### config.mk
export PLATFORM = sky130hd
export DESIGN_NAME = rle_decoder
export DESIGN_NICKNAME = d
export VERILOG_FILES = /design/src/rtl/rle_pkg.sv /design/src/rtl/rle_run_counter.sv /design/src/rtl/rle_decoder.sv
export SDC_FILE = /design/constraint.sdc
export NUM_CORES = 1
export LEC_CHECK = 0
export BUFFER_PORTS_ARGS = -buffer_cell sky130_fd_sc_hd__buf_2
export CAP_MARGIN = 20
export CORE_MARGIN = 3
export CORE_UTILIZATION = 48
export CTS_CLUSTER_SIZE = 8
export DETAILED_ROUTE_END_ITERATION = 12
export PLACE_DENSITY = 0.76
export SLEW_MARGIN = 20
export SYNTH_ARGS = -nofsm -noshare
export SYNTH_HDL_FRONTEND = slang
export SYNTH_SLANG_ARGS = --single-unit
### constraint.sdc
create_clock -name clk -period 3.2 [get_ports clk]
set_input_delay 0.16 -clock clk [delete_from_list [all_inputs] [get_ports clk]]
set_output_delay 0.16 -clock clk [all_outputs]
set_load 0.01 [all_outputs]
### src/rtl/rle_pkg.sv
// Shared definitions for the RLE encode/decode path.
package rle_pkg;
  localparam int RLE_WIDTH = 8;
  localparam int RLE_CNT_W = 3;

  typedef enum logic {
    IDLE   = 1'b0,
    EXPAND = 1'b1
  } rle_state_e;
endpackage

### src/rtl/rle_run_counter.sv
// Loadable down-counter tracking the samples left in the current run.
module rle_run_counter
  import rle_pkg::*;
#(
  parameter int CNT_W = RLE_CNT_W
) (
  input  logic             clk,
  input  logic             reset,
  input  logic             load,
  input  logic             dec,
  input  logic [CNT_W-1:0] load_val,
  output logic [CNT_W-1:0] rem,
  output logic             is_last
);
  logic [CNT_W-1:0] rem_d, rem_q;

  // Load wins over decrement so a chained run can start on the last beat.
  always_comb begin
    rem_d = rem_q;
    if (load)     rem_d = load_val;
    else if (dec) rem_d = rem_q - CNT_W'(1);
  end

  always_ff @(posedge clk or negedge reset) begin
    if (!reset) rem_q <= '0;
    else        rem_q <= rem_d;
  end

  assign rem     = rem_q;
  assign is_last = (rem_q == CNT_W'(1));
endmodule

### src/rtl/rle_decoder.sv
// Run-length expander: turns (value, count) pairs into count copies of value,
// one per cycle, chaining consecutive runs without bubbles.
module rle_decoder
  import rle_pkg::*;
#(
  parameter int WIDTH = RLE_WIDTH,
  parameter int CNT_W = RLE_CNT_W
) (
  input  logic             clk,
  input  logic             reset,
  input  logic             in_valid,
  output logic             in_ready,
  input  logic [WIDTH-1:0] in_value,
  input  logic [CNT_W-1:0] in_count,
  output logic             out_valid,
  input  logic             out_ready,
  output logic [WIDTH-1:0] out_data,
  output logic             out_last,
  output logic             zero_err
);
  rle_state_e       state_d, state_q;
  logic [WIDTH-1:0] val_d, val_q;
  logic             zero_err_d, zero_err_q;
  logic [CNT_W-1:0] rem;
  logic             is_last;
  logic             in_fire, out_fire, load, dec, zero_cnt;

  assign out_valid = (state_q == EXPAND);
  assign out_data  = val_q;
  assign out_last  = out_valid & is_last;
  assign out_fire  = out_valid & out_ready;
  // Next pair is taken in the final beat of the current run.
  assign in_ready  = (state_q == IDLE) | (out_fire & is_last);
  assign in_fire   = in_valid & in_ready;
  assign zero_cnt  = (in_count == '0);
  assign load      = in_fire & ~zero_cnt;
  assign dec       = out_fire & ~is_last;
  assign zero_err  = zero_err_q;

  always_comb begin
    state_d    = state_q;
    val_d      = val_q;
    zero_err_d = in_fire & zero_cnt;
    if (load) begin
      state_d = EXPAND;
      val_d   = in_value;
    end else if (out_fire & is_last) begin
      state_d = IDLE;
    end
  end

  always_ff @(posedge clk or negedge reset) begin
    if (!reset) begin
      state_q    <= IDLE;
      val_q      <= '0;
      zero_err_q <= 1'b0;
    end else begin
      state_q    <= state_d;
      val_q      <= val_d;
      zero_err_q <= zero_err_d;
    end
  end

  rle_run_counter #(.CNT_W(CNT_W)) u_cnt (
    .clk      (clk),
    .reset    (reset),
    .load     (load),
    .dec      (dec),
    .load_val (in_count),
    .rem      (rem),
    .is_last  (is_last)
  );
endmodule

Word-level counts from Yosys, hierarchy flattened
Index checks and enable logic that the tools add are counted.
{ "classes": {"n_addsub": 1, "n_eq_ne": 1, "n_mux": 4, "bitwise": 11, "n_reduce_logical": 3} }
{ "ops": {"columns": ["op", "n"], "rows": [
  ["AND 1 bit", 7],
  ["two-way mux 3 bit", 2],
  ["nonzero test 2 bit", 2],
  ["equality test 3 x 1 -> 1 bit, second input constant", 1],
  ["zero test 3 bit", 1],
  ["inverter 1 bit", 3],
  ["subtractor 3 x 1 -> 3 bit, second input constant", 1],
  ["two-way mux 1 bit", 2],
  ["bitwise OR 1 bit", 1]
]} }
{ "totals": {"register_bits": 13, "out_inout_bits": 12, "word_cells": 24} }

Depth between registers and ports, before layout
{ "logic_depth": {"ltp_word": 6, "depth_mapped": 5} }

Cells and area by module
From an unflattened synthesis, not the netlist that was laid out.
{ "hier_totals": {"cells_unflattened": 48, "hier_area_um2": 605.6} }
{ "modules_own_cells": {"columns": ["module", "n_inst", "cells_each", "area_per_inst_um2"], "rows": [
  ["rle_decoder", 1, 29, 411.6],
  ["rle_run_counter", 1, 19, 193.9]
]} }

Worst setup path before layout
No wires, ideal clock.
{ "synth_timing": {"path_kind": "register to register", "startpoint": "register u_cnt.rem_q[1] (netlist: u_cnt.rem[1])", "endpoint": "register val_q[0] (netlist: out_data[0])", "arrival_time_ns": 1.368, "t_required_ns": 3.075, "setup_slack_ns": 1.708, "path_stages_with_launch": 6, "path_buffers": 0, "synth_period_minus_slack_ns": 1.492, "path_cell_list": "dfrtp_1 -> inv_1 -> ha_1 -> nand3b_4 -> a21oi_4 -> mux2_2"} }
{ "synth_between": {"elab_chain_len": 5} }
{ "synth_rtl": {"columns": ["element", "line", "text"], "rows": [
  ["start, declared", "rle_run_counter.sv:15", "logic [CNT_W-1:0] rem_d, rem_q;"],
  ["start signal, assigned", "rle_run_counter.sv:26", "else rem_q <= rem_d;"],
  ["equality test 3 x 1 -> 1 bit", "rle_run_counter.sv:30", "assign is_last = (rem_q == CNT_W'(1));"],
  ["AND 1 bit", "rle_decoder.sv:33", "assign in_ready = (state_q == IDLE) | (out_fire & is_last);"],
  ["bitwise OR 1 bit", "rle_decoder.sv:33", null],
  ["AND 1 bit", "rle_decoder.sv:34", "assign in_fire = in_valid & in_ready;"],
  ["AND 1 bit", "rle_decoder.sv:36", "assign load = in_fire & ~zero_cnt;"],
  ["end signal, assigned", "rle_decoder.sv:59", "val_q <= val_d;"],
  ["end, declared", "rle_decoder.sv:22", "logic [WIDTH-1:0] val_d, val_q;"]
]} }
Every way passes these cells.
A chain may end at the register's enable or synchronous reset.

Worst setup path after layout
{ "layout_timing": {"startpoint": "register u_cnt.rem_q[1] (netlist: u_cnt.rem[1])", "endpoint": "output out_last"} }
{ "layout_between": {"elab_chain_len": 2} }
{ "layout_rtl": {"columns": ["element", "line", "text"], "rows": [
  ["equality test 3 x 1 -> 1 bit", "rle_run_counter.sv:30", null],
  ["AND 1 bit", "rle_decoder.sv:30", "assign out_last = out_valid & is_last;"],
  ["end, declared", "rle_decoder.sv:18", "output logic out_last,"]
]} }
Every way passes these cells.

==> impl_metrics.toml <==
[status]
status = "complete, no violations"

[worst_setup_path]
r2r_cells = 5
endpoint = "out_last"
crit_fanout = 4
reg2reg_to = "out_data[5]"
required_ns = 3.04
ff2ff_setup_slack_ns = 1.56
endpoint_kind = "output pin"
critPathKind = "reg -> out"
rr_startpoint = "u_cnt.rem[1]"
start_kind = "register"
crit_start = "u_cnt.rem[1]"
critical_path_arrival_ns = 1.49

[place]
place.detailed.hpwl_um = 955.5
place.gp.congestion = 0.7639
io_buffers = 26
place_area_um2 = 787.0

[sta]
rsz0062_at_grt = "no"
period_share_pct = 51.42
fin_crit_ns = 1.645
hold_violations = 0
slew_headroom_pct = 74.90
setup_violations = 0
setup_tns_ns = 0
fin_skew_ns = 0.006385
timing.hold.ws_ns = 0.1062
worstMarginPinSlew_ns = 0.3766
fmax_ghz = 0.6077
slew_viol_final = 0

[global_route]
grt_max_degree = 14
antenna_found_initial = 0
grt_usage_pct = 16.15
grt_pass1_wl_mm = 2.201
grt_pass1_vias = 520
grt-ovfl-total = 0

[floorplan]
die_area_mm2 = 0.001824
io-pin-count = 27
fp.dieH_um = 42.71
die_w_um = 42.71
coreArea_mm2 = 0.001186
start_util_pct = 54.54
rows = 12

[final_layout]
drive_above_1_share_pct = 53.75
areaGrowthSynthToFinish_pct = 27.27
final_cell_area_um2 = 823.3
final_cell_mix = "buf_2 (26), dfrtp_1 (13), mux2_2 (10)"
fin_nets = 98
num-fill-cells = 94
n_antenna_cell = 0
layout_commonest_cell = "buf_2"

[job]
cap_violations = 0

[routing]
ant_nets = 0
routed_wl_mm = 1.251
first_pass_iters = 4
post_drt_wl_per_cell_um = 13.31
viasPerCell = 5.149
drc = 0
first_iter_violations = 6
dr_total_vias = 484

[clocking]
clockBufferDepth = 2
cts-root-buf = "clkbuf_4"
cts_sinks = 13
insertion_delay_ns = 0.28
cts_setup_buffers = 0
cts_tree = "built"
cts_buffers = 3
path_clk_slew_ns = 0.08
htreeDepth = 1

[power_and_ir_drop]
p_leak_nw = 0.4134
powerDensity_mw_per_mm2 = 841.5
irDropWorstVdd_v = 0.0004268

[yosys]
ys_seq_area_share_pct = 50.29
syn_nets = 67
ys_types = 20
syn_inst = 50
synth_warnings = 0
ys_seq_elements = 13
syn_avg_cell_area_um2 = 12.94
synth_area_um2 = 646.9

[hold_path]
min_path_type = "in -> reg"
hold_depth = 2
hp-start = "in_value[4]"
==> worst min path at each step <==
stage,to,slack [ns]
finish,out_data[4],0.11
global route,out_data[4],0.10
CTS,out_data[4],0.1
detailed placement,u_cnt.rem[0],0.06
global placement,u_cnt.rem[0],0.06
floorplan,out_data[0],-0.14
==> Yosys cell counts (all sizes together) <==
| library cell | count | area share [%] |
|---|---|---|
| nand2b | 1 | 0.97 |
| o31ai | 1 | 3.3 |
| a31oi | 2 | 1.9 |
| ha | 2 | 3.9 |
| buf | 1 | 1.2 |
| nor3 | 2 | 1.5 |
| a21oi | 1 | 2.5 |
| and2 | 1 | 0.97 |
| and3 | 1 | 0.97 |
| a221oi | 1 | 1.4 |
| nor2 | 2 | 1.2 |
| mux2 | 10 | 17 |
| a21o | 1 | 1.4 |
| nand2 | 3 | 1.7 |
| dfrtp | 13 | 50 |
| nor2b | 1 | 0.97 |
| nand3 | 1 | 0.77 |
| a211oi | 3 | 3.5 |
| nand3b | 1 | 3.1 |
| inv | 2 | 1.2 |
==> through the flow <==
step	power (mW)	utilization, %	cells	setup WS [ns]
detailed placement	0.5961	66.35	89	1.564
global route	0.7505	69.41	94	1.424
floorplan	0.4915	-	50	1.708
finish	0.6928	69.41	94	1.555
CTS	0.7016	69.41	94	1.537
global placement	0.5857	66.35	89	1.618
==> layout make-up <==
| cell class | count | area [µm²] | area share, % |
|---|---|---|---|
| timing repair buffer | 27 | 140.1 | 17.02 |
| tap | 14 | 17.52 | 2.128 |
| sequential | 13 | 325.3 | 39.51 |
| multi-input combinational | 34 | 306.5 | 37.23 |
| clock buffer | 4 | 26.28 | 3.191 |
| inverter | 2 | 7.507 | 0.9119 |
==> per-layer routing <==
layer | track usage (%) | part of all wire, % | vias up
met5 | 0 | 0 | -
met4 | 9.317 | 2.4 | 0
met3 | 2.966 | 6.8 | 3
met2 | 26.65 | 49 | 19
met1 | 19.35 | 42 | 222
li1 | - | - | 240
==> flip-flops by register name, indices dropped and copies added (netlist names) <==
name,count
out_valid,1
out_data,8
u_cnt.rem,3
zero_err,1
==> repair_timing <==
item | CTS | global route
endpoints found under the hold margin | 13 | 0
hold buffers | 1 | 0
gates resized for setup | 0 | 0
==> cell families after synthesis <==
group | Yosys count | share of synthesized area [%]
muxes | 10 | 17.41
AOI/OAI and AO/OA | 9 | 13.93
and+or+nand+nor | 13 | 12.19
adders and majority gates | 2 | 3.868
DFF | 13 | 50.29
buffers and inverters | 3 | 2.322
==> power by group <==
part	total, mW	internal, mW	leakage, nW	switching [mW]
Combinational	0.305	0.162	0.245	0.143
Clock	0.103	0.0484	0.0150	0.0541
Sequential	0.285	0.238	0.154	0.0469
==> critical path: stages, from the launching register on <==
cell	delay [ns]
dfrtp_1	0.38
inv_1	0.07
ha_1	0.25
nor2b_1	0.24
and2_1	0.15
buf_2	0.12
Note: power is estimated with default switching activity, not from simulation.
